<file path="src/rtl/adder_sched_if.sv">
// adder_sched_if -- handshake bundle for the shared adder scheduler.
//   req0_*/req1_* : two requesters (valid/ready, a/b operand words, sub, last)
//   rsp_*         : single result stream (valid/ready, sum, id, last, cout)
// master = requesters + result consumer, slave = the scheduler.
interface adder_sched_if #(parameter int W = 64);
    logic         req0_valid, req0_ready, req0_sub, req0_last;
    logic [W-1:0] req0_a, req0_b;
    logic         req1_valid, req1_ready, req1_sub, req1_last;
    logic [W-1:0] req1_a, req1_b;
    logic         rsp_valid, rsp_ready, rsp_id, rsp_last, rsp_cout;
    logic [W-1:0] rsp_sum;

    modport master (
        output req0_valid, req0_sub, req0_last, req0_a, req0_b,
        output req1_valid, req1_sub, req1_last, req1_a, req1_b,
        output rsp_ready,
        input  req0_ready, req1_ready,
        input  rsp_valid, rsp_id, rsp_last, rsp_cout, rsp_sum
    );

    modport slave (
        input  req0_valid, req0_sub, req0_last, req0_a, req0_b,
        input  req1_valid, req1_sub, req1_last, req1_a, req1_b,
        input  rsp_ready,
        output req0_ready, req1_ready,
        output rsp_valid, rsp_id, rsp_last, rsp_cout, rsp_sum
    );
endinterface

</file>
<file path="src/rtl/adder_sched.sv">
// adder_sched -- two requesters share one W-bit adder for multi-word add/sub.
// A multi-word transaction locks the adder to its owner until its last word;
// ties in IDLE are broken round-robin. One-cycle registered result.
// Ports:
//   clk, rst_n : clock, asynchronous active-low reset
//   bus        : adder_sched_if.slave (requests in, results out)
//   busy       : high while a transaction holds the lock
module adder_sched #(
    parameter int W = 64
) (
    input  logic          clk,
    input  logic          rst_n,
    adder_sched_if.slave  bus,
    output logic          busy
);
    typedef enum logic { IDLE, LOCK } state_t;

    typedef struct packed {
        logic [W-1:0] a;
        logic [W-1:0] b;
        logic         sub;
        logic         last;
    } req_t;

    state_t state, state_n;
    logic   owner, owner_n, last_grant, last_grant_n;
    logic   carry, carry_n, sub_q, sub_n;

    req_t         r0, r1, rs;
    logic         winner, sel, out_free, acc, sub_eff, cin, cout;
    logic [W-1:0] sum;

    always_comb begin
        r0 = '{a: bus.req0_a, b: bus.req0_b, sub: bus.req0_sub, last: bus.req0_last};
        r1 = '{a: bus.req1_a, b: bus.req1_b, sub: bus.req1_sub, last: bus.req1_last};
    end

    // Round-robin only matters on a tie; a lone requester always wins.
    always_comb begin
        winner = 1'b0;
        if (bus.req0_valid && bus.req1_valid) winner = ~last_grant;
        else if (bus.req1_valid)              winner = 1'b1;
    end

    assign out_free       = !bus.rsp_valid || bus.rsp_ready;
    assign bus.req0_ready = out_free && ((state == IDLE) ? (!winner && bus.req0_valid) : !owner);
    assign bus.req1_ready = out_free && ((state == IDLE) ? ( winner && bus.req1_valid) :  owner);

    assign sel = (state == IDLE) ? winner : owner;
    assign rs  = sel ? r1 : r0;
    assign acc = sel ? (bus.req1_valid && bus.req1_ready) : (bus.req0_valid && bus.req0_ready);

    // First word takes sub from the request and seeds cin with it (two's
    // complement +1); later words use the latched sub and the chained carry.
    assign sub_eff = (state == IDLE) ? rs.sub : sub_q;
    assign cin     = (state == IDLE) ? rs.sub : carry;
    assign {cout, sum} = {1'b0, rs.a} + {1'b0, (sub_eff ? ~rs.b : rs.b)} + {{W{1'b0}}, cin};

    always_ff @(posedge clk or negedge rst_n) begin
        if (!rst_n) begin
            state      <= IDLE;
            owner      <= 1'b0;
            last_grant <= 1'b1;
            carry      <= 1'b0;
            sub_q      <= 1'b0;
        end else begin
            state      <= state_n;
            owner      <= owner_n;
            last_grant <= last_grant_n;
            carry      <= carry_n;
            sub_q      <= sub_n;
        end
    end

    always_comb begin
        state_n      = state;
        owner_n      = owner;
        last_grant_n = last_grant;
        carry_n      = carry;
        sub_n        = sub_q;
        if (acc) begin
            if (rs.last) begin
                state_n      = IDLE;
                last_grant_n = sel;
                carry_n      = 1'b0;
            end else begin
                state_n = LOCK;
                carry_n = cout;
                if (state == IDLE) begin
                    owner_n = sel;
                    sub_n   = rs.sub;
                end
            end
        end
    end

    // Single-entry output register; a new accept overwrites a draining entry.
    always_ff @(posedge clk or negedge rst_n) begin
        if (!rst_n) begin
            bus.rsp_valid <= 1'b0;
            bus.rsp_sum   <= '0;
            bus.rsp_id    <= 1'b0;
            bus.rsp_last  <= 1'b0;
            bus.rsp_cout  <= 1'b0;
        end else if (acc) begin
            bus.rsp_valid <= 1'b1;
            bus.rsp_sum   <= sum;
            bus.rsp_id    <= sel;
            bus.rsp_last  <= rs.last;
            bus.rsp_cout  <= cout;
        end else if (bus.rsp_ready) begin
            bus.rsp_valid <= 1'b0;
        end
    end

    assign busy = (state == LOCK);
endmodule

</file>
<file path="src/flat_wrapper.sv">
// flat-port wrapper written by rule: the top's interface ports become plain ports
module adder_sched_flat 
#(
    parameter int W = 64
)
  (clk, rst_n, busy, bus_req0_valid, bus_req0_sub, bus_req0_last, bus_req0_a, bus_req0_b, bus_req1_valid, bus_req1_sub, bus_req1_last, bus_req1_a, bus_req1_b, bus_rsp_ready, bus_req0_ready, bus_req1_ready, bus_rsp_valid, bus_rsp_id, bus_rsp_last, bus_rsp_cout, bus_rsp_sum);
  adder_sched_if #(.W(W)) bus_i ();
  input  logic clk;
  input  logic rst_n;
  output logic busy;
  input wire logic [$bits(bus_i.req0_valid)-1:0] bus_req0_valid;
  input wire logic [$bits(bus_i.req0_sub)-1:0] bus_req0_sub;
  input wire logic [$bits(bus_i.req0_last)-1:0] bus_req0_last;
  input wire logic [$bits(bus_i.req0_a)-1:0] bus_req0_a;
  input wire logic [$bits(bus_i.req0_b)-1:0] bus_req0_b;
  input wire logic [$bits(bus_i.req1_valid)-1:0] bus_req1_valid;
  input wire logic [$bits(bus_i.req1_sub)-1:0] bus_req1_sub;
  input wire logic [$bits(bus_i.req1_last)-1:0] bus_req1_last;
  input wire logic [$bits(bus_i.req1_a)-1:0] bus_req1_a;
  input wire logic [$bits(bus_i.req1_b)-1:0] bus_req1_b;
  input wire logic [$bits(bus_i.rsp_ready)-1:0] bus_rsp_ready;
  output wire logic [$bits(bus_i.req0_ready)-1:0] bus_req0_ready;
  output wire logic [$bits(bus_i.req1_ready)-1:0] bus_req1_ready;
  output wire logic [$bits(bus_i.rsp_valid)-1:0] bus_rsp_valid;
  output wire logic [$bits(bus_i.rsp_id)-1:0] bus_rsp_id;
  output wire logic [$bits(bus_i.rsp_last)-1:0] bus_rsp_last;
  output wire logic [$bits(bus_i.rsp_cout)-1:0] bus_rsp_cout;
  output wire logic [$bits(bus_i.rsp_sum)-1:0] bus_rsp_sum;
  assign bus_i.req0_valid = bus_req0_valid;
  assign bus_i.req0_sub = bus_req0_sub;
  assign bus_i.req0_last = bus_req0_last;
  assign bus_i.req0_a = bus_req0_a;
  assign bus_i.req0_b = bus_req0_b;
  assign bus_i.req1_valid = bus_req1_valid;
  assign bus_i.req1_sub = bus_req1_sub;
  assign bus_i.req1_last = bus_req1_last;
  assign bus_i.req1_a = bus_req1_a;
  assign bus_i.req1_b = bus_req1_b;
  assign bus_i.rsp_ready = bus_rsp_ready;
  assign bus_req0_ready = bus_i.req0_ready;
  assign bus_req1_ready = bus_i.req1_ready;
  assign bus_rsp_valid = bus_i.rsp_valid;
  assign bus_rsp_id = bus_i.rsp_id;
  assign bus_rsp_last = bus_i.rsp_last;
  assign bus_rsp_cout = bus_i.rsp_cout;
  assign bus_rsp_sum = bus_i.rsp_sum;
  adder_sched #(.W(W)) u_core (.clk(clk), .rst_n(rst_n), .bus(bus_i), .busy(busy));
endmodule
</file>
<file path="config.mk">
export PLATFORM = sky130hd
export DESIGN_NAME = adder_sched_flat
export DESIGN_NICKNAME = d
export VERILOG_FILES = /design/src/rtl/adder_sched_if.sv /design/src/rtl/adder_sched.sv /design/src/flat_wrapper.sv
export SDC_FILE = /design/constraint.sdc
export NUM_CORES = 1
export LEC_CHECK = 0
export CORE_MARGIN = 4
export CORE_UTILIZATION = 38
export CTS_CLUSTER_SIZE = 16
export DETAILED_ROUTE_END_ITERATION = 10
export PLACE_DENSITY_LB_ADDON = 0.15
export SLEW_MARGIN = 20
export SYNTH_ARGS = -nofsm -noshare
export SYNTH_HDL_FRONTEND = slang
export SYNTH_SLANG_ARGS = --single-unit
</file>
<file path="constraint.sdc">
create_clock -name clk -period 4.5 [get_ports clk]
set_input_delay 1.125 -clock clk [delete_from_list [all_inputs] [get_ports clk]]
set_output_delay 1.125 -clock clk [all_outputs]
set_load 0.05 [all_outputs]
</file>
==> metrics.cfg <==
[timing]
finalCriticalPeriod_ns = 4.73
slew_viol_final = 0
fin_ws_ns = -0.229
finalCritPeriodShare = 1.05
setup_violations = 23
worst-slew-pin-transition_ns = 0.932
relSlewSlack = 0.379
clock.fmax_mhz = 211
clock_skew_ns = 0.00631
tns_ns = -2.34
rsz0062_at_grt = true
finalHoldViolations = 0

[yosys]
synth_top_area_frac = 0.204
synth_cell_type_count = 75
synthCells = 1053
synth_edf_count = 0
ys_seq_area_frac = 0.207
syn_area_per_cell_um2 = 8.39
synth_area_um2 = 8830
async_flop_share = 1.00
synth-seq-cells = 73
syn_nets = 1383
synth_flop_cell = dfrtp_1
synthTopCellsByArea = dfrtp_1, ha_1, xnor2_1
yosys_warnings = 0
synth.largest_area_cell = dfrtp_1

[floorplan]
die_h_um = 160
ioPinCount = 336
die_area_um2 = 25700
core-area_um2 = 22800
fp.dieW_um = 160
rows = 55
start_util = 0.388

[cts]
cts_tree = built
clk_pin_slew_ns = 0.06
root_buffer = clkbuf_16
cts-buffers-inserted = 9
h-tree-depth = 3
postCtsHoldBufs = 0
cts_buffer_depth = 2
clk_latency_ns = 0.34
cts_num_sinks = 73

[global_routing]
grt_pass1_wl_um = 51000
met1_usage = 0.295
busiest_layer = met2
grt_overflow = 0
track_usage = 0.239
met2_usage = 0.426
grt_max_degree = 74
antenna_found_initial = 0
grt_pass1_vias = 10219
use_met3 = 0.0400

[run]
maxCapViolations = 0

[finish]
area_growth_pct = 88.4
drive_gt1_frac = 0.351
final_common_cell = clkdlybuf4s50_1
finalNonFillerCells = 1968
n_antenna_cell = 0
largest_register_ffs = 64
final_nets = 1980
most-common-layout-cells = clkdlybuf4s50_1, buf_4, nand2_1
top_register = u_core.bus.rsp_sum
fillers = 1702

[worst_setup_path]
path_class = in -> reg
required_ns = 4.74
path_cells = buf_8 -> nand2_8 -> nand2_8 -> nor2_4 -> a21oi_4 -> buf_12 -> buf_4 -> mux2_2 -> ha_1 -> a2111oi_0 -> buf_4 -> a211oi_4 -> o211ai_1 -> buf_4 -> a31oi_4 -> o21ai_4 -> a21oi_4 -> o21ai_4 -> a2111oi_4 -> buf_4 -> o21a_1 -> o31ai_1
end_kind = register
crit_fanout = 8
slowest_delay_ns = 0.57
slowest_stage = a2111oi_0
path_buf_inv = 6
path_common_cell = buf_4
cpLargestDelayFamily = compound AO/OA/AOI/OAI gates
crit_path_start_kind = input pin
worstPathArrival_ns = 4.97

[placed_design]
dp_hpwl_um = 25900
place.gp.congestion = 0.883
placedCellCount = 1887
portBuffers = 335

[detailed_routing]
drt-wirelength-per-cell_um = 17.6
drt_iter0_markers = 488
dr.pass1.iters = 5
routed_wl_um = 34600
via_per_inst = 5.20
num_vias = 10233
antenna_left = 0
drc = 0

[min_path]
hp-class = reg -> reg

[run_status]
status = finished with violations
failed_checks = negative setup slack

[cell usage after synthesis, types with 13 or more instances]
cell type and number:
nand2_1 126, buf_1 14, nand3_1 16, dfrtp_1 72, a21o_1 41, nand4_1 30
clkbuf_1 36, o21ai_0 87, nor2_1 46, ha_1 63, xor2_1 28, mux2_2 67
inv_1 15, xnor2_1 90, a21oi_1 87, mux2i_1 68, o21bai_1 13
[logic make-up (layout without fill, tap and decap cells)]
logic type,count (synthesis),in the layout,share of synthesized area
AO/OA/AOI/OAI,308,308,0.223
XOR/XNOR,118,118,0.117
adder cells (fa/ha/maj),65,65,0.0938
buffers and inverters,90,691,0.0574
flip-flops,73,73,0.207
multiplexers,135,136,0.163
AND/OR/NAND/NOR,264,264,0.139
[worst register-to-register path, stage by stage, from the launching register on]
cell and delay (ns):
dfstp_2 0.59, nand2_8 0.07, nand2_8 0.07, nor2_4 0.04, a21oi_4 0.18, buf_12 0.16
buf_4 0.14, mux2_2 0.33, ha_1 0.31, a2111oi_0 0.57, buf_4 0.23, a211oi_4 0.06
o211ai_1 0.12, buf_4 0.18, a31oi_4 0.12, o21ai_4 0.23, a21oi_4 0.10, o21ai_4 0.21
a2111oi_4 0.10, buf_4 0.17, o21a_1 0.16, o31ai_1 0.22
[final cells by class]
cell class                 count  area (um^2)  share of cell area
clock buffer                  13          250              0.0150
clock inverter                 3         42.5             0.00256
inverter                      15         56.3             0.00338
multi-input combinational    891         7780               0.468
sequential                    73         1830               0.110
tap                          313          392              0.0235
timing repair buffer         660         6280               0.378
[what timing repair did]
| item | 4_1_cts | 5_1_grt |
|---|---|---|
| hold endpoints to repair | 0 | 0 |
| pin swaps | 39 | 88 |
| gates cloned | 4 | 5 |
| resized for setup | 97 | 183 |
| setup buffers | 22 | 34 |
| setup endpoints to repair | 54 | 38 |
[metal layers]
metal / vias to the layer above / share of wire
li1: 5040 / -
met1: 4818 / 0.42
met2: 312 / 0.51
met3: 63 / 0.052
met4: 0 / 0.023
met5: - / 0
[stage by stage]
stage | hold WS (ns) | area [um^2] | setup slack (ns) | util
finish | 0.475 | 16600 | -0.229 | 0.730
global route | 0.491 | 16600 | -0.422 | 0.730
CTS | 0.481 | 15300 | -0.271 | 0.670
detailed placement | 0.469 | 14300 | -1.43 | 0.626
global placement | 0.460 | 14300 | -1.44 | 0.626
floorplan | 0.469 | 8980 | -0.269 | -
[worst paths after layout]
path | slack, ns | start | cells after the start | end
min reg2reg | 0.48 | u_core.bus.rsp_sum[24] | 2 | u_core.bus.rsp_sum[24]
min in group asynchronous | 0.71 | rst_n | 1 | u_core.bus.rsp_last
max in group asynchronous | 3.21 | rst_n | 2 | u_core.bus.rsp_sum[47]
max reg2reg | 0.04 | u_core.last_grant | 21 | u_core.bus.rsp_sum[60]
min | 0.48 | u_core.bus.rsp_sum[24] | 2 | u_core.bus.rsp_sum[24]
max | -0.23 | bus_req0_valid | 22 | u_core.bus.rsp_sum[60]
Power is not shown: default switching activity piles up to over one toggle a cycle in this logic, so the estimate is an artifact.
